[src/rtl/spi_frame_pkg.sv]
// Shared types and constants for the SPI frame controller.
// The status register at STATUS_ADDR exists only when SPI_FRAME_CTRL_STATUS_EN is defined.
package spi_frame_pkg;

  typedef enum logic [1:0] {
    StIdle   = 2'd0,
    StAddr   = 2'd1,
    StData   = 2'd2,
    StIgnore = 2'd3
  } frame_state_e;

  localparam int unsigned REG_COUNT_DEFAULT = 16;
  localparam logic [6:0]  STATUS_ADDR       = 7'h40;

endpackage

[src/rtl/spi_frame_regfile.sv]
// Frame register array with a priority SPI write port, an Avalon write port and
// a registered read port whose output holds while no read is issued.
module spi_frame_regfile #(
  parameter int unsigned RegCount = 16,
  parameter int unsigned AddrW    = $clog2(RegCount)
) (
  input  logic             clk_i,
  input  logic             rst_ni,
  input  logic             spi_we_i,
  input  logic [AddrW-1:0] spi_addr_i,
  input  logic [7:0]       spi_wdata_i,
  input  logic             av_we_i,
  input  logic [AddrW-1:0] av_addr_i,
  input  logic [7:0]       av_wdata_i,
  input  logic             rd_en_i,
  input  logic             rd_hit_i,
  input  logic [AddrW-1:0] rd_addr_i,
  output logic [7:0]       rd_data_o
);

  logic [7:0] regs_q [RegCount];
  logic [7:0] rd_data_q;

  always_ff @(posedge clk_i) begin
    if (!rst_ni) begin
      for (int i = 0; i < int'(RegCount); i++) begin
        regs_q[i] <= 8'h00;
      end
      rd_data_q <= 8'h00;
    end else begin
      // Reads sample the array before this cycle's writes land.
      if (rd_en_i) begin
        rd_data_q <= rd_hit_i ? regs_q[rd_addr_i] : 8'h00;
      end
      for (int i = 0; i < int'(RegCount); i++) begin
        if (spi_we_i && (spi_addr_i == AddrW'(i))) begin
          regs_q[i] <= spi_wdata_i;
        end else if (av_we_i && (av_addr_i == AddrW'(i))) begin
          regs_q[i] <= av_wdata_i;
        end
      end
    end
  end

  assign rd_data_o = rd_data_q;

endmodule

[src/rtl/spi_frame_controller.sv]
// Decodes SPI byte frames (address byte, then data bytes) into a register file
// shared with an Avalon-MM slave. Optional status register: SPI_FRAME_CTRL_STATUS_EN.
module spi_frame_controller
  import spi_frame_pkg::*;
#(
  parameter int unsigned REG_COUNT = REG_COUNT_DEFAULT
) (
  input  logic        clock,
  input  logic        reset,
  input  logic [7:0]  io_InputBuffer,
  input  logic        io_BufferChanged,
  input  logic        io_ChipSelect,
  input  logic [6:0]  io_Avalon_address,
  input  logic        io_Avalon_read,
  input  logic        io_Avalon_write,
  input  logic [63:0] io_Avalon_writedata,
  output logic [63:0] io_Avalon_readdata,
  output logic        io_FrameDone
);

  localparam int unsigned AddrW = $clog2(REG_COUNT);

  logic [1:0]       state_q, state_d;
  logic [AddrW-1:0] ptr_q, ptr_d;
  logic             wrote_q, wrote_d;
  logic             bc_q;
  logic             armed_q;
  logic             frame_done_q, frame_done_d;
  logic             strobe;
  logic             byte_in_range;
  logic             spi_we;
  logic             av_map;
  logic             av_we;
  logic [7:0]       rf_rd_data;
  logic             unused_wdata;

  assign unused_wdata  = ^io_Avalon_writedata[63:8];
  assign strobe        = io_BufferChanged & ~bc_q & ~io_ChipSelect;
  assign byte_in_range = {24'd0, io_InputBuffer} < REG_COUNT;
  assign av_map        = {25'd0, io_Avalon_address} < REG_COUNT;
  assign av_we         = io_Avalon_write & av_map;

  always_comb begin
    state_d = state_q;
    ptr_d   = ptr_q;
    wrote_d = wrote_q;
    spi_we  = 1'b0;
    if (io_ChipSelect) begin
      state_d = StIdle;
      wrote_d = 1'b0;
    end else begin
      case (state_q)
        StIdle: begin
          // After a reset, wait for a clean chip-select deassertion first.
          if (armed_q) begin
            state_d = StAddr;
            wrote_d = 1'b0;
          end
        end
        StAddr: begin
          if (strobe) begin
            if (byte_in_range) begin
              ptr_d   = io_InputBuffer[AddrW-1:0];
              state_d = StData;
            end else begin
              state_d = StIgnore;
            end
          end
        end
        StData: begin
          if (strobe) begin
            spi_we  = 1'b1;
            ptr_d   = ptr_q + AddrW'(1);
            wrote_d = 1'b1;
          end
        end
        StIgnore: state_d = StIgnore;
        default:  state_d = StIdle;
      endcase
    end
  end

  assign frame_done_d = io_ChipSelect & (state_q == StData) & wrote_q;

  always_ff @(posedge clock) begin
    if (!reset) begin
      state_q      <= StIdle;
      ptr_q        <= '0;
      wrote_q      <= 1'b0;
      bc_q         <= 1'b0;
      armed_q      <= 1'b0;
      frame_done_q <= 1'b0;
    end else begin
      state_q      <= state_d;
      ptr_q        <= ptr_d;
      wrote_q      <= wrote_d;
      bc_q         <= io_BufferChanged;
      armed_q      <= armed_q | io_ChipSelect;
      frame_done_q <= frame_done_d;
    end
  end

  assign io_FrameDone = frame_done_q;

  spi_frame_regfile #(
    .RegCount (REG_COUNT)
  ) u_regfile (
    .clk_i       (clock),
    .rst_ni      (reset),
    .spi_we_i    (spi_we),
    .spi_addr_i  (ptr_q),
    .spi_wdata_i (io_InputBuffer),
    .av_we_i     (av_we),
    .av_addr_i   (io_Avalon_address[AddrW-1:0]),
    .av_wdata_i  (io_Avalon_writedata[7:0]),
    .rd_en_i     (io_Avalon_read),
    .rd_hit_i    (av_map),
    .rd_addr_i   (io_Avalon_address[AddrW-1:0]),
    .rd_data_o   (rf_rd_data)
  );

`ifdef SPI_FRAME_CTRL_STATUS_EN
  logic [7:0] cnt_q;
  logic       coll_q;
  logic       ign_q;
  logic       sel_status_q;
  logic [9:0] status_rd_q;
  logic       status_hit;
  logic       status_clr;
  logic       collision;
  logic       ignore_evt;

  assign status_hit = io_Avalon_address == STATUS_ADDR;
  assign status_clr = io_Avalon_write & status_hit;
  assign collision  = spi_we & av_we & (ptr_q == io_Avalon_address[AddrW-1:0]);
  assign ignore_evt = ~io_ChipSelect & (state_q == StAddr) & strobe & ~byte_in_range;

  always_ff @(posedge clock) begin
    if (!reset) begin
      cnt_q        <= 8'h00;
      coll_q       <= 1'b0;
      ign_q        <= 1'b0;
      sel_status_q <= 1'b0;
      status_rd_q  <= 10'h000;
    end else begin
      // Events in the clearing cycle still register after the clear.
      cnt_q  <= (status_clr ? 8'h00 : cnt_q) + {7'd0, frame_done_d};
      coll_q <= (~status_clr & coll_q) | collision;
      ign_q  <= (~status_clr & ign_q) | ignore_evt;
      if (io_Avalon_read) begin
        sel_status_q <= status_hit;
        status_rd_q  <= {ign_q, coll_q, cnt_q};
      end
    end
  end

  assign io_Avalon_readdata = sel_status_q ? {54'd0, status_rd_q} : {56'd0, rf_rd_data};
`else
  assign io_Avalon_readdata = {56'd0, rf_rd_data};
`endif

endmodule

[config.mk]
export PLATFORM = sky130hd
export DESIGN_NAME = spi_frame_controller
export DESIGN_NICKNAME = d
export VERILOG_FILES = /design/src/rtl/spi_frame_pkg.sv /design/src/rtl/spi_frame_regfile.sv /design/src/rtl/spi_frame_controller.sv
export SDC_FILE = /design/constraint.sdc
export NUM_CORES = 1
export LEC_CHECK = 0
export BUFFER_PORTS_ARGS = -buffer_cell sky130_fd_sc_hd__buf_2
export CORE_UTILIZATION = 57
export CTS_CLUSTER_SIZE = 20
export DETAILED_ROUTE_END_ITERATION = 8
export PLACE_DENSITY = 0.82
export REMOVE_ABC_BUFFERS = 1
export SYNTH_ARGS = -nofsm -noshare
export SYNTH_HDL_FRONTEND = slang
export SYNTH_SLANG_ARGS = --single-unit
export TNS_END_PERCENT = 20
[constraint.sdc]
create_clock -name clock -period 3.4 [get_ports clock]
set_clock_uncertainty 0.05 [all_clocks]
set_input_delay 0.17 -clock clock [delete_from_list [all_inputs] [get_ports clock]]
set_output_delay 0.17 -clock clock [all_outputs]
set_load 0.1 [all_outputs]
==> results of run 1 <==
[path summary, 6_finish.rpt]
check,startpoint,end,slack [ps],cells after the start
setup reg to reg,ptr_q[2],u_regfile.regs_q[6][1],820,3
hold reg to reg,wrote_q,io_FrameDone,410,2
setup / recovery,ptr_q[2],u_regfile.regs_q[6][1],820,3
hold / removal,io_ChipSelect,io_FrameDone,20,3
[metrics by stage]
step / instance area (µm²) / power, mW
after floorplan: 7870 / 2.57
after global placement: 8390 / 2.75
after detailed placement: 8390 / 2.77
after CTS: 9040 / 4.78
after global routing: 9040 / 4.88
final: 9040 / 4.79
[Yosys cell counts, drive strengths merged, types with 10 or more instances]
| cell type | number | share of area [%] |
|---|---|---|
| nand2 | 35 | 1.6 |
| mux4 | 32 | 8.7 |
| buf | 73 | 6.2 |
| edfxtp | 128 | 46 |
| mux2i | 16 | 1.9 |
| nand3 | 12 | 0.73 |
| a21oi | 10 | 0.60 |
| clkbuf | 27 | 1.2 |
| dfxtp | 18 | 4.4 |
| nor2 | 30 | 1.6 |
| mux2 | 48 | 6.5 |
| a22o | 57 | 6.0 |
| and2 | 12 | 0.91 |
[sequential cells by signal (all words and copies together) (netlist names)]
name,count
u_regfile.regs_q,128
u_regfile.rd_data_o,8
ptr_q,4
state_q,2
armed_q,1
bc_q,1
io_FrameDone,1
wrote_q,1
[layer usage]
layer  vias up  share of wire, %  wire [µm]
met5         -                 0          0
met4         0               4.0        858
met3        76                11       2400
met2       487                49      10600
met1      2881                36       7730
li1       2414                 -          -
[cell families after synthesis]
group,synth area share (%)
compound gates,14.7
fa+ha+maj,0.605
buf+inv,7.66
flops,50.8
mux,17.2
other cells,0.0453
simple gates,9.04
[layout make-up]
class	instances	area (µm²)
fill	990	5000
sequential	146	4200
multi-input combinational	422	3650
clock buffer	18	429
timing repair buffer	53	308
tap	180	225
clock inverter	14	211
inverter	5	18.8
[power by group through the flow]
stage                     Clock (mW)  Sequential (mW)  Combinational (mW)
after floorplan                    0             2.12               0.459
after global placement             0             2.11               0.640
after detailed placement           0             2.11               0.651
after CTS                       2.04             2.08               0.656
after global routing            2.11             2.09               0.686
final                           2.05             2.08               0.665
[worst min-delay path, stage by stage]
cell and delay (ps):
sky130_fd_sc_hd__buf_2 160, sky130_fd_sc_hd__nand3_1 100, sky130_fd_sc_hd__nor2_1 40
==> results.txt, run 1 <==
- The average instance in the mapped netlist occupies about 13 µm².
* Comb power frac: roughly 14%
- Clock network latency to the later pin of the worst-skew pair: about 430 ps
* Top Family by Delay on Critical Path: simple AND/OR/NAND/NOR gates
* Worst-case setup slack after placement: roughly 680 ps
- Utilization after layout: between 60% and 70%
- After the flow finishes, the layout carries non-filler instances totaling between 800 and 900.
- The floorplan step defined a die boundary enclosing roughly 15000 µm².
- Outcome: completed
- Arrival time worst endpoint: around 2600 ps
* Commonest cells after routing, fill and taps aside: 128 x sky130_fd_sc_hd__edfxtp_1, 57 x sky130_fd_sc_hd__a22o_1, 56 x sky130_fd_sc_hd__conb_1, 46 x sky130_fd_sc_hd__mux2_2, 37 x sky130_fd_sc_hd__buf_2
- The synthesized design contains 146 register bits.
- Total number of placement rows: 43
- The layer flagged by global routing as most heavily used is met2.
* Switching power total: 1.29 mW
* Number of diodes: 0
- The worst setup path is captured at a flop.
- After detailed routing, the total wire length is 21.5 mm.
* Layout cell share with drive strength beyond 1: 27.7%
- Peak per-stage delay on the critical path: 630 ps
* Register area share after synthesis: between 50% and 60%
* Min setup slack post-route: 823 ps
- Post-CTS timing repair inserted 0 buffers for setup.
- Critical-path top delay cell: sky130_fd_sc_hd__nor4bb_1
- Power density of the placed cells: 530 nW/µm²
- VDD sags by at most approximately 0.35 mV.
* Number of optimization iterations in the first detailed-route pass: 6
- During synthesis, Yosys emitted a total of 0 warnings.
- The worst pin sits at a relative slew slack of between 20% and 30%.
- The number of global-route vias before repair was approximately 5600.
- 150 I/O pins were placed.
* Y dimension of the die: about 120 µm
* Maxcap violations: 0
- Total negative setup slack: 0 ps
* Share of power burned in the clock network: a little over two fifths
* Maximum net fanout on the critical path: 15
* Detail-routed via count per cell: ~7
* Global-route total usage across every layer: 30.2%
- The congestion estimate from routability-driven global placement came to ~0.98.
* Max-slew violations: 0
- Internal power consumption: 3.50 mW
- Gr ovfl total: 0
* Most common cell after layout, fill and taps aside: sky130_fd_sc_hd__edfxtp_1
* Final period demand of the worst path: roughly 2600 ps
- Of all flip-flops after synthesis, the portion carrying an async set or reset was 0%.
- The number of antenna violations at the first check in global routing is 0.
* Cells after Synth: between 600 and 700
- Share of the cycle needed by the critical path after routing: between 70 and 80%
- After clock tree synthesis, the clock-pin slew on the worst setup and hold paths is ~60 ps.
* Setup repair after global routing missed its margin: no
- Entering global routing, the biggest net connects 35 pins.
- Met1 usage in global routing: 38.5%
* Number of buffers and inverters on the critical path: 0
- GR Layer Usage met3: ~6.6%
- Number of buffers between clock root and the deepest sink: 2
- The H-tree was split into 4 levels.
- Avg WL per Cell: 25.7 µm
* Leakage power: ~3.3 nW
- The synthesized design contains 128 enable-type register cells.
* Number of port buffers: 37
* Total clock buffers created by CTS: 17
* Clock tree from TritonCTS: yes
- Kind of critical path: flop to flop
- For this run, design rule violations remaining after detail routing come to 0.
- Cell count after placement: roughly 810
* Count of antenna-violating nets left after detailed routing: 0
- Post-DP HPWL: approximately 14 mm
- Sequential share of power: 43.4%
- Crit path required time: 3440 ps
- In this run the standard cell core region covers roughly 14000 µm².
* Number of hold violations in the final report: 0
* Die W: approximately 120 µm
- Static timing analysis puts the maximum clock frequency at around 390 MHz.
- Global-route wire length before repair: roughly 32 mm
- Setup violations remaining at the end of the flow were counted as 0.
- The first routing iteration left between 900 and 1000 violations.
* Area growth from synthesis to final layout: 9.24%
* Number of different library cells in the post-synthesis netlist: 62
- After clock tree synthesis, the flow added hold-fix buffers numbering 1.
* Number of vias after detailed routing: 5858
* Synthesized area: ~8300 µm²
- Net switching is a little over a quarter of the power.
- In the synthesized netlist the dominant register cell turns out to be sky130_fd_sc_hd__edfxtp_1.
- Starting Density: 59.0%
* GR met2 Demand/Resource: 48.6%
- For the pin with the worst max-slew slack, the measured transition is 1120 ps.
- The cell sitting at the root of the clock tree is a sky130_fd_sc_hd__clkbuf_16.
* Number of sinks on the clock net: about 150
- The worst setup path is launched from a flop.
- The path class of the tightest hold or removal check is input port to flop.
- The number of gates resized after CTS was 0.
- Nets: about 730
- Cells along the critical path: nor4bb_1 -> and3_1 -> or3_1
- Final-layout worst hold slack: about 24 ps
No activity file was read; power rests on OpenSTA's default activity.
==> run 2: changes to the inputs <==
- ABC_AREA: unset -> 1
- clock period: 3.4 -> 2.4 ns (I/O delays scaled with it)
==> run 2 against run 1 <==
Compared with the run above: the flow now finishes with violations (DRC); routed wire length rose by 9.3%; area after synthesis rose by 4.1%; final cell count rose by 55%; non-clock buffer count rose by 4; combinational power rose by 43%; first-iteration DRC count rose by 17%; register-to-register slack got worse by 590 ps; cell area rose by 3.8%; power rose by 46%; critical path depth rose by 5; die area rose by 4.0%.
==> results.txt, run 2 <==
- Outcome: finished with violations
* Violations in the final reports: DRC
* Slew at the pin closest to its max-slew limit: 1150 ps (+31.2 ps)
* Root Buffer Master: sky130_fd_sc_hd__clkbuf_16
- Async SR Flop Fraction: 0% (unchanged)
- The proportion of layout cells with a drive suffix above 1 was 10.8% (-17 points).
* Cells along the critical path: dlygate4sd3_1 -> buf_2 -> nor2_1 -> nand2_2 -> nor2_8 -> nand3_1 -> nand2_1 -> nand3_1
* Detail-routed via count per cell: 5.83 (-17%)
- The placed standard-cell area came to 8670 µm² (+3.4%).
- Flip-flop cell with the highest count after synthesis: sky130_fd_sc_hd__edfxtp_1
- Post-route cell area: 9380 µm² (+3.8%)
- The share of the yosys chip area belonging to registers came to 48.8% (-2.0 points).
* Critical-path top delay cell: sky130_fd_sc_hd__dlygate4sd3_1
- The worst setup path is captured at a flop.
* Synthesized area: 8620 µm² (+4.1%)
- The deepest level of the CTS H-tree is 4 (unchanged).
- Proportion of netlist area held by the largest area contributor: 44.6% (-1.8 points)
* Maximum net fanout on the critical path: 12 (-3)
* List of most frequent post-synthesis cells: 436 x sky130_fd_sc_hd__nand2_1, 128 x sky130_fd_sc_hd__edfxtp_1, 92 x sky130_fd_sc_hd__o21ai_0
- The die span in x was 125 µm (+2.0%).
- The final antenna diode count was 0 (unchanged).
* Filler-free cell count of the finished design: 1297 (+55%)
- Reg2Reg Setup Slack: 230 ps (-590 ps)
* Clock-pin slew on the worst setup and hold paths: 60 ps (about the same)
- The total half-perimeter wirelength after legalization and detailed placement is 15.5 mm (+11%).
* Hold Startpoint: io_Avalon_writedata[7]
* Setup repair after global routing missed its margin: no
- The number of detailed-route iterations in the first pass came to 8 (+2).
- Overall die area: 15600 µm² (+4.0%)
- Number of sinks on the clock net: 146 (unchanged)
- The tightest min-delay check is of the input port to flop type.
- Final-layout worst hold slack: 25.3 ps (+1.73 ps)
* End of the worst register-to-register path: u_regfile.regs_q[6][7]
- The setup path with the least slack is of type input port to flop.
* Power density of the placed cells: 746 nW/µm² (+41%)
- The top-level I/O count was 150 (unchanged).
- Reg-to-reg critical path startpoint: state_q[1]
- Commonest cells after routing, fill and taps aside: 436 x sky130_fd_sc_hd__nand2_1, 128 x sky130_fd_sc_hd__edfxtp_1, 92 x sky130_fd_sc_hd__o21ai_0, 58 x sky130_fd_sc_hd__nand3_1, 56 x sky130_fd_sc_hd__conb_1
- The number of nets with antenna violations after detailed routing came to 0 (unchanged).
- Crit path required time: 2420 ps (-1020 ps)
- The leakage power was 4.21 nW (+26%).
* Number of buffers between clock root and the deepest sink: 2 (unchanged)
- The final number of setup-violating endpoints was 0 (unchanged).
- Number of different library cells in the post-synthesis netlist: 41 (-34%)
* Largest area contributor in the synthesized netlist: sky130_fd_sc_hd__edfxtp_1
- The library cell used most frequently in the layout, excluding fill and tap cells, is sky130_fd_sc_hd__nand2_1.
- Biggest area contributors in the synthesized netlist: sky130_fd_sc_hd__edfxtp_1 45%, sky130_fd_sc_hd__nand2_1 19%, sky130_fd_sc_hd__o21ai_0 5.3%
- For this run, the top clock speed supported by timing is approximately 460 MHz.
- Area growth from synthesis to final layout: 8.89%
- Cells after Synth: 1081 (+75%)
- Number of enable-type register cells in the synthesized netlist: 128 (unchanged)
- Dividing the final minimum period by the clock period gives 90.7%.
- The number of global-route vias before repair was 6831 (+22%).
- Total number of placement rows: 44 (+2.3%)
- The register with the most flip-flops in the final layout is u_regfile.regs_q.
- Cell count of the worst reg-to-reg path: 5 (+2)
* Clock network latency to the later pin of the worst-skew pair: 440 ps (about the same)
- The TritonCTS buffer count was 17 (unchanged).
- The average size of a mapped cell was 7.97 µm² (-40%).
* Cell count after placement: 1263 (+57%)
- The critical path data arrival time was 2200 ps (-420 ps).
* Max-slew violations: 0 (unchanged)
* Initial antenna violation count: 0 (unchanged)
* Worst Hold Depth: 3 (unchanged)
* Maxcap violations: 0 (unchanged)
- Utilization after layout: 64.1% (-0.31 points)
- Type of element launching the critical path: input port
* DRT iter0 DRCs: 1076 (+17%)
* Largest register FFs: 128 (unchanged)
- The placeable core area came to 14600 µm² (+4.3%).
* Final period demand of the worst path: approximately 2200 ps
- The worst hold path terminates at u_regfile.regs_q[12][7].
- Nets: 1189 (+62%)
- Post-synthesis sequential element count: 146 (unchanged)
- The die height is 125 µm (+2.0%).
- Number of hold violations in the final report: 0 (unchanged)
* Global-route total usage across every layer: 30.9% (+0.70 points)
- Among the stages of the critical path, the cell type that occurs most often is sky130_fd_sc_hd__nand3_1.
- IR drop worst, VDD: 0.449 mV (+30%)
- The number of buffers added for setup after CTS is 0 (unchanged).
* Total negative setup slack: 0 ps (unchanged)
- The number of warnings issued by yosys was 0 (unchanged).
- Number of port buffers: 37 (unchanged)
- The count of instances resized after the clock tree is built was 0 (unchanged).
- The weighted congestion reported at the end of routability-driven placement is 0.921 (-5.8%).
- Maximum number of pins on one net before global-route repair: 65 (+86%)
* Global-route wire length before repair: 36.3 mm (+12%)
* Count of unresolved DRC violations after routing: 27 (+27)
- The number of buffers inserted by hold repair at cts is 2 (+1).
- The number of inserted filler cells in the final layout came to 1192 (+20%).
- The maximum cell stage delay along the critical path is 540 ps (-90 ps).
- TritonCTS built the clock tree.
- Slew headroom: 22.3% (-2.9 points)
* Most common cell in the synthesized netlist: sky130_fd_sc_hd__nand2_1
- The total via count in the routed design is 7566 (+29%).
- The average detailed-routed wire length per instance was 18.1 µm (-29%).
- Starting Density: 58.9% (-0.099 points)
- The wire length reported by the detailed router is 23.5 mm (+9.3%).
- The total congestion overflow was 0 (unchanged).
[run 2: cell families after synthesis]
group	share of synthesized area, %
AO/OA/AOI/OAI	10.8
XOR/XNOR	0.102
adder cells (fa/ha/maj)	0.581
buffers and inverters	10.7
flip-flops	48.8
other	0.0435
AND/OR/NAND/NOR	29.0
[run 2: final cells by class]
class | instances | area (µm²) | share of cell area, %
flip-flops and latches | 146 | 4200 | 44.8
multi-input cells | 821 | 3700 | 39.5
clock buffers | 21 | 460 | 4.91
repair buffers | 57 | 340 | 3.63
clock inverters | 11 | 230 | 2.45
well taps | 184 | 230 | 2.45
inverters | 57 | 216 | 2.31
[run 2: per-layer routing]
metal	track usage, %	up-vias	part of all wire [%]
met1	40.4	3412	37
met2	49.8	583	47
met3	6.12	75	13
li1	-	3496	-
met4	14.3	0	3.7
met5	0	-	0
[run 2: metrics by stage]
step,total power [mW],setup WS (ps)
floorplan,3.65,-92.9
global placement,3.88,364
detailed placement,3.90,280
CTS,6.96,260
global route,7.15,27.7
finish,7.00,222
[run 2: power by group]
group          total (mW)  internal [mW]  switching (mW)
clock network        3.13           2.10            1.03
registers            2.93           2.89          0.0374
logic               0.951          0.140           0.811
[run 2: worst max-delay path by stage]
stage                                     from                      end  slack [ps]  cells after the start
after floorplan           io_Avalon_address[0]  u_regfile.regs_q[10][0]         -90                      3
after global placement    io_Avalon_address[6]  u_regfile.regs_q[13][2]         360                      6
after detailed placement  io_Avalon_address[6]  u_regfile.regs_q[13][5]         280                      6
after CTS                        io_ChipSelect   u_regfile.regs_q[6][7]         260                      8
after global routing             io_ChipSelect   u_regfile.regs_q[6][7]          30                      8
final                            io_ChipSelect   u_regfile.regs_q[6][7]         220                      8
[run 2: critical path: cells and delay by family]
| family | cells | cell delay, ps |
|---|---|---|
| buf+inv | 2 | 680 |
| simple gates | 6 | 1400 |
==> run 3: changes to the inputs <==
- CORE_UTILIZATION: 57 -> 51
- PLACE_DENSITY: 0.82 -> 0.78
- clock period: 2.4 -> 1.8 ns (I/O delays scaled with it)
==> run 3 against run 2 <==
Compared with the run above: the flow now finishes without violations; routed wire length is 2.0% higher; global-route usage is 3.2 points lower; utilization is 4.4 points lower; clock-buffer cell count is 3 lower; critical endpoint is now u_regfile.regs_q[0][2]; largest cell class unchanged; highest routed layer unchanged.
==> results.txt, run 3 (synthesis results as in run 2) <==
- Endpoint of the most critical setup path: u_regfile.regs_q[0][2]
- Maxcap violations: 0 (unchanged)
- Largest register FFs: 128 (unchanged)
- The area of the die was 17400 µm² (+12%).
- Highest signal layer in the routed design: met4
* Vias in the first global route: 6870 (+0.57%)
- Reg2Reg Setup Slack: 20 ps (-210 ps)
- The placeable core area was 16500 µm² (+13%).
- Setup repair after global routing missed its margin: yes
* F_max: 562 MHz
* Layout cell share with drive strength beyond 1: 15.2% (+4.4 points)
- The global-route wire length before repair is 36.0 mm (-0.68%).
* Clock-pin slew on the worst setup and hold paths: 60 ps (about the same)
* Detail-routed via count per cell: 5.54 (-5.0%)
* Slew headroom: 55.3% (+33 points)
* Most common cell after layout, fill and taps aside: sky130_fd_sc_hd__nand2_1
* Total negative setup slack: 0 ps (unchanged)
- The clock net sink count is 146 (unchanged).
* Reg-to-reg critical path startpoint: ptr_q[0]
* Utilization after layout: 59.7% (-4.4 points)
- Leakage power: 4.41 nW (+4.6%)
* Outcome: completed
* Class of the most critical hold timing path: input port to flop
- The number of nets with antenna violations after detailed routing came to 0 (unchanged).
- The met3 routed wirelength was 2.79 mm (-5.9%).
- Arrival time worst endpoint: 1920 ps (-280 ps)
- The die height came to 132 µm (+5.6%).
- After layout, the worst path uses about 99% of the clock period.
- The total congestion overflow came to 0 (unchanged).
- The largest net degree at the start of global routing came to 43 (-34%).
- Final-layout worst hold slack: 9.34 ps (-16.0 ps)
- Final period demand of the worst path: approximately 1800 ps
- The number of hold violations in the final report came to 0 (unchanged).
- Count of unresolved DRC violations after routing: 0 (-100%)
- The depth of the worst register-to-register path was 8 (+3).
- Number of buffers between clock root and the deepest sink: 2 (unchanged)
- The weighted congestion reported at the end of routability-driven placement is 0.977 (+6.0%).
- Leaving out fill and tap cells, the most frequent cells in the layout are 432 x sky130_fd_sc_hd__nand2_1, 128 x sky130_fd_sc_hd__edfxtp_1, 90 x sky130_fd_sc_hd__o21ai_0, 56 x sky130_fd_sc_hd__conb_1, 54 x sky130_fd_sc_hd__nor2_1.
* Number of port buffers: 37 (unchanged)
- The instance count after placement with tap cells included was 1332 (+5.5%).
- The worst setup path is launched from a flop.
- Overall Power: 8.60 mW (+23%)
- The critical path in this run is classified as flop to flop.
* Crit path required time: 1940 ps (-480 ps)
- The number of standard cells in the final layout excluding fillers is 1374 (+5.9%).
- Number of endpoints failing setup at the final stage: 0 (unchanged)
- Maximum net fanout on the critical path: 17 (+5)
* Post-DP HPWL: 16.2 mm (+4.4%)
- Number of vias after detailed routing: 7611 (+0.59%)
- First element of the critical path: ptr_q[0]
- The largest vdd supply drop came to 0.698 mV (+55%).
- The power per cell area was 873 nW/µm² (+17%).
- Global-route total usage across every layer: 27.7% (-3.2 points)
- Worst-case setup slack after placement: -63.9 ps (-343 ps)
- The worst setup path is captured at a flop.
- The final instance area was 9860 µm² (+5.1%).
* DRT iter0 DRCs: 992 (-7.8%)
- Total number of placement rows: 47 (+6.8%)
- End of the worst register-to-register path: u_regfile.regs_q[0][2]
- The number of antenna violations at the first check in global routing is 0 (unchanged).
* Clock tree from TritonCTS: yes
- Root Buffer Master: sky130_fd_sc_hd__clkbuf_16
- Min setup slack post-route: 20.2 ps (-202 ps)
- Cell Area, Placed: 9070 µm² (+4.5%)
- The final antenna diode count came to 0 (unchanged).
- Met2 wire length: 11.0 mm (-0.16%)
- Avg WL per Cell: 17.5 µm (-3.7%)
- Area growth from synthesis to final layout: 14.4%
- The TritonCTS buffer count is 17 (unchanged).
- The final layout net count was 1231 (+3.5%).
- Clock network latency to the later pin of the worst-skew pair: 430 ps (about the same)
* Biggest register: u_regfile.regs_q
- Starting Density: 52.2% (-6.7 points)
- Hold Startpoint: io_Avalon_writedata[3]
- The top-level I/O count was 150 (unchanged).
* Number of optimization iterations in the first detailed-route pass: 8 (unchanged)
* # H-tree levels: 4 (unchanged)
- The wire length reported by the detailed router came to 24.0 mm (+2.0%).
* Met1 Wirelength: 9.06 mm (+4.5%)
- The die span in x came to 132 µm (+5.6%).
* Slew at the pin closest to its max-slew limit: 670 ps (-483 ps)
- Max-slew violations: 0 (unchanged)
## run 3: repair_timing
item / CTS / global route
gates resized for setup: 7 / 21
hold endpoints to repair: 12 / 0
setup buffers: 1 / 3
hold buffers: 7 / 0
endpoints found under the setup margin: 34 / 143
pin swaps: 2 / 10
## run 3: power by group
group / internal (mW) / total, mW / leakage [nW] / switching, mW
clock network: 2.00 / 3.36 / 0.268 / 1.36
logic: 0.249 / 1.35 / 2.71 / 1.10
registers: 3.85 / 3.89 / 1.43 / 0.0448
## run 3: cell type report
cell class,count,area (µm²)
Clock inverter,13,120
Inverter,57,216
Clock buffer,18,429
Tap cell,220,275
Sequential cell,146,4210
Fill cell,1383,6670
Multi-Input combinational cell,821,3800
Timing Repair Buffer,99,810
## run 3: per-layer routing
metal | vias up | global-route usage, %
li1 | 3583 | -
met1 | 3419 | 35.8
met2 | 515 | 42.7
met3 | 94 | 6.81
met4 | 0 | 15.6
met5 | - | 0
## run 3: worst min path at each step
stage,to,cells past startpoint
finish,u_regfile.regs_q[15][3],3
global route,u_regfile.regs_q[12][6],3
CTS,u_regfile.regs_q[15][0],3
detailed placement,bc_q,3
global placement,bc_q,3
floorplan,bc_q,2
## run 3: critical path: stages, from the launching register on
cell and delay (ps):
sky130_fd_sc_hd__dfxtp_2 350, sky130_fd_sc_hd__inv_1 110, sky130_fd_sc_hd__ha_2 230, sky130_fd_sc_hd__inv_2 70
sky130_fd_sc_hd__nor2_8 170, sky130_fd_sc_hd__nand2_4 120, sky130_fd_sc_hd__nand2_8 140, sky130_fd_sc_hd__nand3_1 90
sky130_fd_sc_hd__buf_4 200
